### src/rtl/display_digit_scanner.sv
// Binary-to-BCD converter (sequential double-dabble) feeding a time-multiplexed
// single-digit display scan with optional leading-zero blanking.
module display_digit_scanner #(
    parameter int unsigned DATA_W     = 12,
    parameter int unsigned NUM_DIGITS = 4,
    parameter int unsigned SCAN_DIV   = 50000,
    parameter bit          BLANK_LZ   = 1'b1
) (
    input  logic                  clk,
    input  logic                  rst,
    input  logic [DATA_W-1:0]     value_in,
    input  logic                  value_valid,
    output logic [3:0]            digit_num,
    output logic [NUM_DIGITS-1:0] digit_sel,
    output logic                  busy,
    output logic                  overflow
);

    localparam int unsigned BCD_W   = 4 * NUM_DIGITS;
    localparam int unsigned MAX_VAL = 10 ** NUM_DIGITS - 1;
    localparam int unsigned CNT_W   = $clog2(DATA_W + 1);
    localparam int unsigned PRE_W   = $clog2(SCAN_DIV);
    localparam int unsigned IDX_W   = (NUM_DIGITS > 1) ? $clog2(NUM_DIGITS) : 1;

    typedef enum logic [1:0] {StIdle, StConvert, StLatch} state_e;

    state_e                state_q, state_d;
    logic [DATA_W-1:0]     bin_q, bin_d;
    logic [BCD_W-1:0]      bcd_q, bcd_d;
    logic [CNT_W-1:0]      cnt_q, cnt_d;
    logic                  ovf_next_q, ovf_next_d;
    logic                  pend_q, pend_d;
    logic [DATA_W-1:0]     pend_val_q, pend_val_d;
    logic [BCD_W-1:0]      disp_q, disp_d;
    logic                  overflow_q, overflow_d;
    logic                  busy_q, busy_d;
    logic [PRE_W-1:0]      presc_q, presc_d;
    logic [IDX_W-1:0]      idx_q, idx_d;
    logic [3:0]            num_q, num_d;
    logic [NUM_DIGITS-1:0] sel_pre_q, sel_pre_d;
    logic [NUM_DIGITS-1:0] sel_q, sel_d;

    logic [DATA_W-1:0]     src;
    logic [BCD_W-1:0]      adj;
    logic [NUM_DIGITS-1:0] blank;
    logic                  zero_above;

    // Conversion FSM and pending-value capture
    always_comb begin
        state_d    = state_q;
        bin_d      = bin_q;
        bcd_d      = bcd_q;
        cnt_d      = cnt_q;
        ovf_next_d = ovf_next_q;
        pend_d     = pend_q;
        pend_val_d = pend_val_q;
        disp_d     = disp_q;
        overflow_d = overflow_q;
        adj        = bcd_q;
        src        = value_valid ? value_in : pend_val_q;

        case (state_q)
            StIdle: begin
                if (value_valid || pend_q) begin
                    pend_d = 1'b0;
                    if (32'(src) > MAX_VAL) begin
                        bcd_d      = {NUM_DIGITS{4'd9}};
                        ovf_next_d = 1'b1;
                        state_d    = StLatch;
                    end else begin
                        bin_d      = src;
                        bcd_d      = '0;
                        cnt_d      = CNT_W'(DATA_W);
                        ovf_next_d = 1'b0;
                        state_d    = StConvert;
                    end
                end
            end
            StConvert: begin
                for (int i = 0; i < int'(NUM_DIGITS); i++) begin
                    if (bcd_q[i*4 +: 4] >= 4'd5) begin
                        adj[i*4 +: 4] = bcd_q[i*4 +: 4] + 4'd3;
                    end
                end
                {bcd_d, bin_d} = {adj, bin_q} << 1;
                cnt_d = cnt_q - 1'b1;
                if (cnt_q == CNT_W'(1)) begin
                    state_d = StLatch;
                end
            end
            StLatch: begin
                disp_d     = bcd_q;
                overflow_d = ovf_next_q;
                state_d    = StIdle;
            end
            default: state_d = StIdle;
        endcase

        // Strobes arriving while a conversion owns the engine wait here; newest wins.
        if (value_valid && (state_q != StIdle)) begin
            pend_d     = 1'b1;
            pend_val_d = value_in;
        end

        busy_d = (state_d != StIdle) || (state_q == StLatch);
    end

    // Scan prescaler, digit fetch and blanking
    always_comb begin
        presc_d = presc_q + 1'b1;
        idx_d   = idx_q;
        if (presc_q == PRE_W'(SCAN_DIV - 1)) begin
            presc_d = '0;
            idx_d   = (idx_q == IDX_W'(NUM_DIGITS - 1)) ? '0 : idx_q + 1'b1;
        end

        num_d      = disp_q[{idx_q, 2'b00} +: 4];
        blank      = '0;
        zero_above = 1'b1;
        for (int i = int'(NUM_DIGITS) - 1; i >= 0; i--) begin
            zero_above = zero_above && (disp_q[i*4 +: 4] == 4'd0);
            blank[i]   = zero_above && (i != 0) && BLANK_LZ;
        end
        sel_pre_d = blank[idx_q] ? '0 : (NUM_DIGITS'(1) << idx_q);
        // Extra stage so the enable moves with the decoder's registered output.
        sel_d     = sel_pre_q;
    end

    always_ff @(posedge clk) begin
        if (rst) begin
            state_q    <= StIdle;
            bin_q      <= '0;
            bcd_q      <= '0;
            cnt_q      <= '0;
            ovf_next_q <= 1'b0;
            pend_q     <= 1'b0;
            pend_val_q <= '0;
            disp_q     <= '0;
            overflow_q <= 1'b0;
            busy_q     <= 1'b0;
            presc_q    <= '0;
            idx_q      <= '0;
            num_q      <= '0;
            sel_pre_q  <= '0;
            sel_q      <= '0;
        end else begin
            state_q    <= state_d;
            bin_q      <= bin_d;
            bcd_q      <= bcd_d;
            cnt_q      <= cnt_d;
            ovf_next_q <= ovf_next_d;
            pend_q     <= pend_d;
            pend_val_q <= pend_val_d;
            disp_q     <= disp_d;
            overflow_q <= overflow_d;
            busy_q     <= busy_d;
            presc_q    <= presc_d;
            idx_q      <= idx_d;
            num_q      <= num_d;
            sel_pre_q  <= sel_pre_d;
            sel_q      <= sel_d;
        end
    end

    assign digit_num = num_q;
    assign digit_sel = sel_q;
    assign busy      = busy_q;
    assign overflow  = overflow_q;

endmodule

### config.mk
export PLATFORM = sky130hd
export DESIGN_NAME = display_digit_scanner
export DESIGN_NICKNAME = d
export VERILOG_FILES = /design/src/rtl/display_digit_scanner.sv
export SDC_FILE = /design/constraint.sdc
export NUM_CORES = 1
export LEC_CHECK = 0
export BUFFER_PORTS_ARGS = -buffer_cell sky130_fd_sc_hd__buf_2
export CELL_PAD_IN_SITES_DETAIL_PLACEMENT = 0
export CELL_PAD_IN_SITES_GLOBAL_PLACEMENT = 1
export CORE_MARGIN = 5
export CORE_UTILIZATION = 49
export CTS_CLUSTER_DIAMETER = 50
export CTS_CLUSTER_SIZE = 16
export DETAILED_ROUTE_END_ITERATION = 8
export PLACE_DENSITY_LB_ADDON = 0.1
export RECOVER_POWER = 25
export SYNTH_ARGS = -nofsm -noshare
export SYNTH_HDL_FRONTEND = slang
export SYNTH_SLANG_ARGS = --single-unit
### constraint.sdc
create_clock -name clk -period 3.05 [get_ports clk]
set_clock_uncertainty 0.05 [all_clocks]
set_input_delay 0.7625 -clock clk [delete_from_list [all_inputs] [get_ports clk]]
set_output_delay 0.7625 -clock clk [all_outputs]
set_load 0.05 [all_outputs]
# Word level (Yosys, flattened, before mapping)
# Cells that the tools add are included.
[word_totals]
reg_bits = 94
input_bits = 15
output_inout_bits = 10
wordCells = 71
[classes]
addsub = 7
n_lt_le_gt_ge = 5
eq_ne = 6
shift = 2
mux = 20
reduce_logical = 18
[op_table]
columns = ["op", "count"]
rows = [
  ["16-bit one-hot mux with 2 select lines", 1],
  ["12-bit 2-to-1 mux", 2],
  ["12-bit one-hot mux with 2 select lines", 1],
  ["16-bit by 1-bit adder with 16-bit output (second input constant)", 1],
  ["16-bit == test (second input constant)", 1],
  ["4-bit by 3-bit >= comparator with 1-bit output (second input constant)", 4],
  ["16-bit 2-to-1 mux", 1],
  ["4-bit 2-to-1 mux", 4],
  ["16-bit by 5-bit indexed part select with 4-bit output", 1],
  ["4-bit by 2-bit adder with 4-bit output (second input constant)", 3],
  ["4-bit zero test", 3],
  ["2-bit nonzero test", 5],
  ["4-bit one-hot mux with 2 select lines", 1],
  ["2-bit 2-to-1 mux", 3],
  ["2-bit == test (second input constant)", 2],
  ["4-bit by 1-bit == test with 1-bit output (second input constant)", 1],
  ["1-bit 2-to-1 mux", 4],
  ["2-bit one-hot mux with 2 select lines", 1],
  ["2-bit AND reduction", 2],
  ["2-bit OR reduction", 2],
  ["1-bit by 2-bit << shifter with 4-bit output (first input constant)", 1],
  ["4-bit by 1-bit subtractor with 4-bit output (second input constant)", 1],
  ["3-bit by 2-bit adder with 3-bit output (second input constant)", 1],
  ["1-bit logical AND", 3],
  ["other kinds (8)", 9],
]

# Depth between registers and ports, before layout
[logic_depth]
depth_word = 6
mapped_depth = 7
mapped_depth_nobuf = 6

# Least setup slack after synthesis
# OpenSTA, ideal clock, no wires.
[synth_path]
path_kind = "input -> register"
startpoint = "in value_valid"
endpoint = "reg bin_q[9]"
setup_time_ns = 0.129
t_arrival_ns = 2.098
required_time_ns = 2.871
slack_ns = 0.773
stages = 5
n_path_buf = 2
path_cell_list = "clkbuf_1 buf_1 mux2_2 a222oi_1 nor2_1"
[synth_between]
elab_chain_cells = 3
elab_cells_between_ends = 6
cone_classes = "eq/ne: 1; mux: 3; reduce/logical: 2"
[synth_rtl]
columns = ["element", "line_no", "rtl"]
rows = [
  ["from (decl)", "12", "input logic value_valid,"],
  ["12-bit 2-to-1 mux / 1-bit logical OR (equally long branches)", "60, 64", ""],
  ["12-bit 2-to-1 mux / 2-bit != test (equally long branches)", "n/a", ""],
  ["12-bit one-hot mux with 2 select lines / 2-bit AND reduction (equally long branches)", "n/a", ""],
  ["to (signal assigned)", "148", "bin_q <= bin_d;"],
  ["to (decl)", "28", "logic [DATA_W-1:0] bin_q, bin_d;"],
]
# Parallel ways exist; a longest one is shown, timed or not. The select of a mux whose other input is x is not followed.
# A chain may end at the register's enable or synchronous reset.

# Worst setup path after layout
[layout_path]
startpoint = "in value_valid"
endpoint = "reg bin_q[3]"
# Same word-level chain as after synthesis.

==> impl_metrics.tcl <==
set metrics [dict create \
    status "complete, no violations" \
    power_switching_share_pct 27.35 \
    worst-endpoint-arrival_ns 2.47 \
    tns_ns 0 \
    cts_sinks 94 \
    ys_warn_count 0 \
    syn_to_final_growth_pct 8.613 \
    cts_max_level 3 \
    p_seq_share_pct 56.8 \
    clk_pin_slew_worst_paths_ns 0.10 \
    netlist_area_mm2 0.003995 \
    wirelength_um 7633 \
    ys_types 42 \
    die_area_mm2 0.01006 \
    synth_top_area_cell "dfxtp_1" \
    r2r-end "presc_q[2]" \
    synth_commonest_cells "94 x dfxtp_1, 76 x nand2_1, 49 x a21oi_1" \
    synth_compound_area_share_pct 12.65 \
    ys.flop_type "dfxtp_1" \
    drive_gt1_share_pct 11.49 \
    peakVddDrop_mv 0.2201 \
    syn_avg_cell_area_um2 8.780 \
    die_w_um 100.3 \
    ys_seq_elements 94 \
    diodes 0 \
    drv_cap 0 \
    finalCriticalPeriod_ns 2.306 \
    synthXorXnorAreaFrac_pct 5.042 \
    dpl.hpwl_um 5302 \
    rows 33 \
    cts.path.max_buffers 2 \
    final_cells 575 \
    yosysMostFrequentCell "dfxtp_1" \
    r2r_start "presc_q[4]" \
    rrSetupSlack_ns 0.86 \
    worst_pin_slew_ns 0.9662 \
    total_power_mw 2.273 \
    internal_power_mw 1.652 \
    cts_buffers 9 \
    max_slew_margin_pct 35.45 \
    post-place-cells 559 \
    drc 0 \
    hold_viol 0 \
    fin_nets 492 \
    grt_pass1_vias 2946 \
    grt.overflow.total 0 \
    cts_tree "built" \
    min_to "digit_sel[3]" \
    post_synth_and_or_nand_nor_area_fraction_pct 20.17 \
    rsz0062_at_grt "false" \
    hold_buffers 0 \
    crit_type "in -> reg" \
    io_pins 25 \
    post_cts_buffers 0 \
    synth_seq_area_share_pct 47.10 \
    hold_path.startpoint "sel_d[3]" \
    r2r_cells 4 \
    wl_per_cell_um 13.27 \
    final_core_util_pct 53.62 \
    first_pass_iters 5 \
    muxShareOfSynthArea_pct 6.702 \
    fmax_mhz 433.7 \
    worstSkewPairLatency_ns 0.36 \
    coreArea_mm2 0.008093 \
    cp-end-kind "register" \
    port-buffer-count 23 \
    whs_path_depth 1 \
    synth_top_family_by_area "simple AND/OR/NAND/NOR gates" \
    fin_crit_sh_pct 75.61 \
    grt_usage_pct 16.58 \
    synth_nets 482 \
    yosysTopAreaCellShare_pct 47.10 \
    hold_path.class "reg -> reg" \
    seq_area_mm2 0.001882 \
    vias 3047 \
    setup_viol 0 \
    crit_path_max_fanout 23 \
    syn_inst 455 \
    power.density_mw_per_mm2 523.9 \
    pwr-share-comb_pct 8.6 \
    worstPathRequired_ns 3.21 \
    synthArstFlopShare_pct 0 \
    antenna_found_initial 0 \
    multi_input_area_mm2 0.001934 \
    synth_area_leaders "dfxtp_1 47%, nand2_1 7.1%, a21oi_1 6.1%, xnor2_1 4.2%, ha_1 3.8%" \
    clkPwrFrac_pct 34.6 \
    cts_resized 0 \
    antenna_left 0 \
    chipHeight_um 100.3 \
    grt_max_degree 49 \
    fin_hold_ws_ns 0.3959 \
    grt_pass1_wl_um 13440 \
    nFillCells 820 \
    p_leak_nw 1.595 \
    critPathLaunchType "input port" \
    netSwitchingPower_mw 0.6216 \
    synth_edf_count 0 \
    drv_slew 0 \
    initial_utilization_pct 49.37 \
    synthAdderAreaFrac_pct 3.758 \
    cts_root_buffer "clkbuf_8" \
    vias_per_cell 5.299 \
    place_congestion 0.7870 \
    drtIter0Drc 88 \
]
==> critical path: stages <==
cell and delay, ns:
clkbuf_1 0.62, nor3_1 0.19, or2_2 0.52, a222oi_1 0.30, nor2_1 0.06
==> cell type report <==
class	instances	area share, %
timing repair buffer	28	3.258
clock inverter	7	1.528
sequential	94	43.37
inverter	16	1.384
multi-input combinational	316	44.58
clock buffer	9	2.855
tap	105	3.028
==> power groups by stage <==
stage               Clock [mW]  Sequential [mW]  Combinational (mW)
finish                   0.786             1.29               0.197
global route             0.861             1.30               0.225
CTS                      0.812             1.29               0.202
detailed placement           0             1.32               0.202
global placement             0             1.32               0.198
floorplan                    0             1.32               0.149
==> flip-flops by register name, indices dropped and copies added (netlist names) <==
name	count
bcd_q	16
disp_q	16
presc_q	16
bin_q	12
pend_val_q	12
cnt_q	4
digit_num	4
digit_sel	4
sel_d	4
idx_q	2
state_q	2
busy	1
pend_q	1
==> routing by layer <==
| layer | up-vias | routed length (um) | GRT usage [%] |
|---|---|---|---|
| met3 | 10 | 182 | 2.710 |
| met4 | 0 | 119 | 6.218 |
| met2 | 31 | 3670 | 28.59 |
| met5 | - | 0 | 0 |
| met1 | 1435 | 3660 | 20.77 |
| li1 | 1571 | - | - |
==> logic make-up (layout without fill, tap and decap cells) <==
group / Yosys count / after routing
adders and majority gates: 12 / 12
AOI/OAI and AO/OA: 83 / 83
DFF: 94 / 94
muxes: 21 / 21
buffers and inverters: 45 / 60
and+or+nand+nor: 176 / 176
xor gates and xnor gates: 23 / 23
other: 1 / 1
==> metrics by stage <==
step / instance area (um^2) / setup WS [ns]
floorplan: 3995 / 0.7730
global placement: 4160 / 0.7484
detailed placement: 4160 / 0.6785
CTS: 4350 / 0.8245
global route: 4339 / 0.5150
finish: 4339 / 0.7440
==> placed cells by master, fill, tap and decap left out, types with 6 or more instances in the layout <==
cell type,instances
o211ai_1,6
mux2_2,6
nor2_1,38
o21ai_0,8
nand2_1,76
nand3_1,9
dfxtp_1,94
buf_2,22
nor4_1,6
a21oi_1,49
nor2b_1,11
clkbuf_8,9
nand2b_1,7
mux2i_1,11
a22o_1,8
inv_1,16
xnor2_1,19
ha_1,12
nor3_1,13
==> worst max path at each step <==
stage                     start    endpoint  slack [ns]
floorplan           value_valid    bin_q[9]        0.77
finish              value_valid    bin_q[3]        0.74
global placement    value_valid    bcd_q[5]        0.75
CTS                  presc_q[4]  presc_q[2]        0.82
global route        value_valid    bin_q[9]        0.51
detailed placement  value_valid    bcd_q[9]        0.68
No activity file was read; power rests on OpenSTA's default activity.
